## config.mk

```make
export PLATFORM = sky130hd
export DESIGN_NAME = regfile_dbg_port
export DESIGN_NICKNAME = d
export VERILOG_FILES = /design/src/rtl/regdbg_pkg.sv /design/src/rtl/regfile_dbg_port.sv
export SDC_FILE = /design/constraint.sdc
export NUM_CORES = 1
export LEC_CHECK = 0
export CORE_ASPECT_RATIO = 1.75
export CORE_MARGIN = 2
export CORE_UTILIZATION = 37
export CTS_CLUSTER_DIAMETER = 40
export DETAILED_ROUTE_END_ITERATION = 8
export PLACE_DENSITY = 0.8
export SYNTH_ARGS = -nofsm -noshare
export SYNTH_HDL_FRONTEND = slang
export SYNTH_SLANG_ARGS = --single-unit
```

## constraint.sdc

```tcl
create_clock -name clk -period 5.05 [get_ports clk]
set_input_delay 1.01 -clock clk [delete_from_list [all_inputs] [get_ports clk]]
set_output_delay 1.01 -clock clk [all_outputs]
set_load 0.01 [all_outputs]
```

## src/rtl/regdbg_pkg.sv

```systemverilog
// Shared op-codes, FSM state encoding and default geometry for the register-file debug engine.
// The FILL state only exists when REGDBG_FILL_EN is defined.
package regdbg_pkg;

  localparam int unsigned DEF_ADDR_W = 5;
  localparam int unsigned DEF_DATA_W = 64;
  localparam int unsigned DEF_NREGS  = 32;

  localparam logic [1:0] OP_READ  = 2'b00;
  localparam logic [1:0] OP_WRITE = 2'b01;
  localparam logic [1:0] OP_DUMP  = 2'b10;
  localparam logic [1:0] OP_FILL  = 2'b11;

`ifdef REGDBG_FILL_EN
  typedef enum logic [2:0] {
    ST_IDLE = 3'd0,
    ST_RD   = 3'd1,
    ST_RSP  = 3'd2,
    ST_WR   = 3'd3,
    ST_FILL = 3'd4
  } state_e;
`else
  typedef enum logic [2:0] {
    ST_IDLE = 3'd0,
    ST_RD   = 3'd1,
    ST_RSP  = 3'd2,
    ST_WR   = 3'd3
  } state_e;
`endif

endpackage

```

## src/rtl/regfile_dbg_port.sv

```systemverilog
// Debug command engine driving the register file side port (READ/WRITE/DUMP/FILL).
// Optional feature: define REGDBG_FILL_EN to build the FILL command; otherwise op 11 is discarded.
module regfile_dbg_port
  import regdbg_pkg::*;
#(
  parameter int unsigned ADDR_W = DEF_ADDR_W,
  parameter int unsigned DATA_W = DEF_DATA_W,
  parameter int unsigned NREGS  = DEF_NREGS
) (
  input  logic              clk,
  input  logic              rst,
  input  logic              cmd_valid,
  output logic              cmd_ready,
  input  logic [1:0]        cmd_op,
  input  logic [ADDR_W-1:0] cmd_addr,
  input  logic [DATA_W-1:0] cmd_data,
  output logic              rsp_valid,
  input  logic              rsp_ready,
  output logic [ADDR_W-1:0] rsp_addr,
  output logic [DATA_W-1:0] rsp_data,
  output logic              rsp_last,
  output logic [ADDR_W-1:0] swaddr,
  output logic [DATA_W-1:0] swdata,
  output logic              swena,
  input  logic [DATA_W-1:0] dff,
  output logic              busy
);

  localparam logic [ADDR_W-1:0] LAST_ADDR = ADDR_W'(NREGS - 1);

  state_e            state_q, state_d;
  logic              dump_q, dump_d;
  logic [ADDR_W-1:0] swaddr_d;
  logic [DATA_W-1:0] swdata_d;
  logic              swena_d;
  logic              rsp_valid_d;
  logic              rsp_last_d;
  logic [ADDR_W-1:0] rsp_addr_d;
  logic [DATA_W-1:0] rsp_data_d;
  logic              accept;

  assign cmd_ready = (state_q == ST_IDLE) && !rst;
  assign busy      = (state_q != ST_IDLE);
  assign accept    = cmd_valid && cmd_ready;

  // Next-state and next-register values; swena defaults low so it only pulses in WR/FILL.
  always_comb begin
    state_d     = state_q;
    dump_d      = dump_q;
    swaddr_d    = swaddr;
    swdata_d    = swdata;
    swena_d     = 1'b0;
    rsp_valid_d = rsp_valid;
    rsp_last_d  = rsp_last;
    rsp_addr_d  = rsp_addr;
    rsp_data_d  = rsp_data;

    case (state_q)
      ST_IDLE: begin
        if (accept) begin
          case (cmd_op)
            OP_READ: begin
              swaddr_d = cmd_addr;
              dump_d   = 1'b0;
              state_d  = ST_RD;
            end
            OP_WRITE: begin
              swaddr_d = cmd_addr;
              swdata_d = cmd_data;
              swena_d  = 1'b1;
              state_d  = ST_WR;
            end
            OP_DUMP: begin
              swaddr_d = '0;
              dump_d   = 1'b1;
              state_d  = ST_RD;
            end
            default: begin
`ifdef REGDBG_FILL_EN
              swaddr_d = '0;
              swdata_d = cmd_data;
              swena_d  = 1'b1;
              state_d  = ST_FILL;
`else
              state_d  = ST_IDLE;
`endif
            end
          endcase
        end
      end

      ST_RD: begin
        rsp_data_d  = dff;
        rsp_addr_d  = swaddr;
        rsp_valid_d = 1'b1;
        rsp_last_d  = dump_q ? (swaddr == LAST_ADDR) : 1'b1;
        state_d     = ST_RSP;
      end

      // Response payload is frozen here until the consumer takes it.
      ST_RSP: begin
        if (rsp_ready) begin
          rsp_valid_d = 1'b0;
          if (dump_q && !rsp_last) begin
            swaddr_d = swaddr + ADDR_W'(1);
            state_d  = ST_RD;
          end else begin
            state_d  = ST_IDLE;
          end
        end
      end

      ST_WR: begin
        state_d = ST_IDLE;
      end

`ifdef REGDBG_FILL_EN
      ST_FILL: begin
        if (swaddr == LAST_ADDR) begin
          state_d = ST_IDLE;
        end else begin
          swaddr_d = swaddr + ADDR_W'(1);
          swena_d  = 1'b1;
        end
      end
`endif

      default: begin
        state_d = ST_IDLE;
      end
    endcase
  end

  // State and registered outputs; reset drops any in-flight command.
  always_ff @(posedge clk or posedge rst) begin
    if (rst) begin
      state_q   <= ST_IDLE;
      dump_q    <= 1'b0;
      swaddr    <= '0;
      swdata    <= '0;
      swena     <= 1'b0;
      rsp_valid <= 1'b0;
      rsp_last  <= 1'b0;
      rsp_addr  <= '0;
      rsp_data  <= '0;
    end else begin
      state_q   <= state_d;
      dump_q    <= dump_d;
      swaddr    <= swaddr_d;
      swdata    <= swdata_d;
      swena     <= swena_d;
      rsp_valid <= rsp_valid_d;
      rsp_last  <= rsp_last_d;
      rsp_addr  <= rsp_addr_d;
      rsp_data  <= rsp_data_d;
    end
  end

endmodule

```

==> reports/qor.txt, run 1 <==
unrepaired setup endpoints after global routing: false
site row count: 60
Netlist Area Pre-Place: 0.00570 sq mm
area of the core: 0.0152 sq mm
routed wire length: 14900 um
WHS: 0.482 ns
gate count after technology mapping: 342
Boundary Pins: 282
# Max-Cap Violations: 0
layout cells sized above 1: 26.6%
startpoint class of the critical path: input port
worst-case clock buffer depth: 2
Design Area, Final: 0.00932 sq mm
TritonCTS buffer count: 17
Final Cycle Share: 64.7%
commonest non-fill, non-tap cell in the layout: clkdlybuf4s50_1
final net count: 770
Top Layer Used: met4
#FFs+latches synth: 144
power density over the cells: 601 mW/mm^2
Clock Tree Root: clkbuf_16
drc violations: 0
CTS tree: done
initial antenna violation count: 0
Slowest-stage cell, CP: clkdlybuf4s50_1
DRT iter0 DRCs: 49
detailed placement HPWL: 11100 um
fmax: 0.306 GHz
placed cells: 796
vias: 3942
register area share after synthesis: 63.2%
EDFF count, synth: 0
met2 WL: 8440 um
Critical Path RT: 4.04 ns
H-tree levels: 4
vias per inst: 4.76
syn_nets: 483
global route total overflow: 0
first-pass GRT wire length: 24000 um
CP most frequent cell: clkdlybuf4s50_1
Leak: 0.00411 uW
Synth Area per Inst: 16.7 sq um
die area: 0.0164 sq mm
fraction of registers with async set/reset: 100%
pin count of the biggest net entering global routing: 124
Finished Layout Cells: 828
Max IR drop VDD: 338 uV
Worst EP arrival: 2.26 ns
Slew Viols, Final: 0
Worst setup EP type: primary output
Worst-Skew Late Latency: 0.40 ns
routed len/inst: 18.0 um
Antenna diodes: 0
Die Span Y: 168 um
top_reg_cell synth: dfrtp_1
endpoints failing hold: 0
CTS resizes: 0
area grow syn2layout: 63.6%
critical path's largest stage delay: 0.55 ns
Initial Util: 37.4%
skew final: 0.00925 ns
Worst-path clk slew: 0.06 ns
synth unique cells: 29
Pre-Repair DR Iteration Count: 3
crit path time final: 3.27 ns
met1 WL: 5040 um
routed wl met3: 927 um
commonest cells after routing, fill and taps aside: clkdlybuf4s50_1, dfrtp_1, mux2_2
Max FO, Critical Path: 3
Final Setup Violations: 0
Post-DP Area: 0.00868 sq mm
Post-CTS Setup Repair Bufs: 0
vias in the first global route: 4548
Tightest Hold Check Type: register to register
Detail Route Antenna Nets: 0
status: finished clean
Die Wd: 97.8 um
Synth Warn #: 0
CP cell instances: clkdlybuf4s50_1, nor2_1, clkdlybuf4s50_1
RePlAce Congestion: 0.737
CTS Hold Bufs: 0
Worst Tran Pin Value: 1.10 ns
relative slew slack: 26.8%
I/O Buffers: 281
critical setup path kind: input port to primary output
Sum Neg Setup Slack: 0 ns
clock tree sinks: 144
Power Total: 5600 uW
GRT Total Usage: 18.5%
[where the power goes]
| group | total (uW) | leakage [uW] | switching, uW | internal (uW) |
|---|---|---|---|---|
| registers | 1980 | 0.00173 | 305 | 1680 |
| clock network | 1360 | 0.000311 | 483 | 880 |
| logic | 2250 | 0.00207 | 787 | 1470 |
| total | 5600 | 0.00411 | 1580 | 4030 |
[critical path, delay by kind of cell]
family / cells / cell delay (ns)
and+or+nand+nor: 1 / 0.16
buffers and inverters: 2 / 1.09
[cells in the mapped netlist, drive strengths merged, types with 2 or more instances]
library cell | instances | share of area (%)
dfrtp | 144 | 63
mux2 | 134 | 30
buf | 15 | 1.9
inv | 7 | 0.46
a21oi | 6 | 0.53
o21ai | 6 | 0.53
nand2 | 5 | 0.33
nor2 | 4 | 0.26
a22oi | 3 | 0.40
ha | 2 | 0.44
[flip-flops by register name (all words and copies together), names as in the netlist]
register / flops
state_q: 2
dump_q: 1
rsp_addr: 5
swdata: 64
rsp_last: 1
swena: 1
rsp_valid: 1
swaddr: 5
rsp_data: 64
[area by class of cell]
type / instances / area [sq um]
well taps: 186 / 233
multi-input cells: 175 / 1960
clock buffers: 19 / 433
clock inverters: 13 / 211
repair buffers: 284 / 2850
inverters: 7 / 31.3
fillers: 1188 / 5920
flip-flops and latches: 144 / 3600
[logic make-up (layout without fill, tap and decap cells)]
family / count (synthesis) / in the layout / share of synthesized area, %
AND/OR/NAND/NOR: 22 / 22 / 2.39
adder cells (fa/ha/maj): 2 / 2 / 0.439
AO/OA/AOI/OAI: 17 / 17 / 1.71
buffers and inverters: 23 / 323 / 2.44
multiplexers: 134 / 134 / 29.8
flip-flops: 144 / 144 / 63.2
[worst paths after layout]
kind	from	to	slack, ns	depth (start not counted)
max	rst	cmd_ready	1.78	3
min	dump_q$_DFFE_PP0P_	rsp_last$_DFFE_PP0P_	0.48	1
max reg2reg	state_q[1]$_DFFE_PP0P_	rsp_data[52]$_DFFE_PP0P_	2.59	3
min reg2reg	dump_q$_DFFE_PP0P_	rsp_last$_DFFE_PP0P_	0.48	1
max in group asynchronous	rst	swdata[44]$_DFFE_PP0P_	2.72	3
min in group asynchronous	rst	swdata[8]$_DFFE_PP0P_	1.34	2
[metrics by stage]
| step | worst slack (ns) | util, % |
|---|---|---|
| 2_1_floorplan | 0.174 | - |
| 3_5_place_dp | 1.77 | 56.9 |
| 3_3_place_gp | 1.77 | 56.9 |
| 4_1_cts | 1.78 | 61.2 |
| 5_1_grt | 1.74 | 61.2 |
| 6_report | 1.78 | 61.2 |
[per-layer routing]
metal / track usage [%] / vias up
li1: - / 1770
met1: 19.3 / 1964
met2: 34.1 / 177
met3: 5.52 / 31
met4: 7.91 / 0
met5: 0 / -
(Power assumes the default switching activity.)
==> run 2: changes to the inputs <==
Clock period 5.05 ns to 2.8 ns, I/O delays scaled along.
==> reports/qor.txt, run 2 (same netlist as run 1, synthesis figures left out) <==
status: finished clean
Critical Path RT: 2.24 ns
fmax: 0.411 GHz
H-tree levels: 4
TritonCTS buffer count: 17
Setup WS post-layout: 0.369 ns
Worst EP arrival: 1.87 ns
unrepaired setup endpoints after global routing: false
Slew Viols, Final: 0
routed len/inst: 18.1 um
critical setup path kind: register to primary output
worst slack, placed: 0.345 ns
layout cells sized above 1: 26.9%
reg2reg path depth: 4
Tightest Hold Check Type: register to register
WHS: 0.493 ns
Max FO, Critical Path: 7
vias per inst: 4.76
Hold Crit Start: dump_q$_DFFE_PP0P_
Max IR drop VDD: 583 uV
endpoints failing hold: 0
Initial Util: 37.4%
die area: 0.0164 sq mm
multi-input gate area in the final layout: 0.00196 sq mm
GR Util met2: 33.9%
commonest non-fill, non-tap cell in the layout: clkdlybuf4s50_1
FF+latch area: 0.00360 sq mm
RePlAce Congestion: 0.811
met3 GRT Util: 4.86%
# Max-Cap Violations: 0
vias: 3951
skew final: 0.0115 ns
I/O Buffers: 281
Worst setup EP type: primary output
detailed placement HPWL: 11200 um
fillers: 1174
worst-case clock buffer depth: 2
crit path time final: 2.43 ns
global route total overflow: 0
CTS resizes: 0
R2R setup slack: 0.92 ns
Hold Path Depth: 1
Worst-Skew Late Latency: 0.40 ns
drc violations: 0
site row count: 60
M1 GR Usage: 19.4%
Final Setup Violations: 0
area of the core: 0.0152 sq mm
relative slew slack: 47.7%
Final Cycle Share: 86.8%
CTS Hold Bufs: 0
first-pass GRT wire length: 23800 um
gr busiest metal: met2
final net count: 772
initial antenna violation count: 0
Worst Tran Pin Value: 0.784 ns
power density over the cells: 1070 mW/mm^2
commonest cells after routing, fill and taps aside: clkdlybuf4s50_1, dfrtp_1, mux2_2
Die Span Y: 168 um
Post-CTS Setup Repair Bufs: 0
Sum Neg Setup Slack: 0 ns
vias in the first global route: 4442
worst r2r src: state_q[1]$_DFFE_PP0P_
Min-Delay Endpoint: rsp_last$_DFFE_PP0P_
GRT Total Usage: 18.5%
Worst-path clk slew: 0.06 ns
area grow syn2layout: 63.4%
largest registers: rsp_data (64), swdata (64)
Pre-Repair DR Iteration Count: 5
reg-to-reg endpoint: swdata[25]$_DFFE_PP0P_
fin util: 61.1%
Boundary Pins: 282
Clock Tree Root: clkbuf_16
clock tree sinks: 144
DRT iter0 DRCs: 90
CTS tree: done
Die Wd: 97.8 um
Antenna diodes: 0
pin count of the biggest net entering global routing: 102
routed wire length: 15000 um
Power Total: 9930 uW
Detail Route Antenna Nets: 0
startpoint class of the critical path: register
Leak: 0.00409 uW
-- run 2: area by class of cell --
cell class	instances	area share (%)
Tap cell	186	2.50
Timing Repair Buffer	286	31.0
Clock inverter	12	1.57
Sequential cell	144	38.7
Clock buffer	20	4.80
Inverter	7	0.323
Multi-Input combinational cell	175	21.1
-- run 2: critical path, cell delays in order, from the launching register on --
cell and delay (ns):
dfrtp_1 0.50, or2_2 0.34, nor2_1 0.09, clkdlybuf4s50_1 0.54
-- run 2: per-stage QoR --
stage,instances,area (sq um)
2_1_floorplan,342,5700
3_3_place_gp,798,8720
3_5_place_dp,798,8720
4_1_cts,830,9310
5_1_grt,830,9310
6_report,830,9310
-- run 2: worst max-delay path by stage --
| stage | start | cells past startpoint | to | slack [ns] |
|---|---|---|---|---|
| final | state_q[1]$_DFFE_PP0P_ | 3 | cmd_ready | 0.37 |
| after global routing | state_q[1]$_DFFE_PP0P_ | 3 | cmd_ready | 0.26 |
| after CTS | state_q[1]$_DFFE_PP0P_ | 3 | cmd_ready | 0.35 |
| after detailed placement | rst | 6 | state_q[1]$_DFFE_PP0P_ | 0.34 |
| after global placement | rst | 6 | state_q[1]$_DFFE_PP0P_ | 0.41 |
| after floorplan | rst | 1 | dump_q$_DFFE_PP0P_ | 0.43 |
-- run 2: where the power goes --
| part | internal, uW | switching (uW) |
|---|---|---|
| clock network | 1360 | 910 |
| registers | 3030 | 561 |
| logic | 2660 | 1410 |
-- run 2: per-layer routing --
metal | up-vias | part of all wire (%)
li1 | 1775 | -
met1 | 1982 | 34
met2 | 163 | 57
met3 | 31 | 5.3
met4 | 0 | 3.5
met5 | - | 0
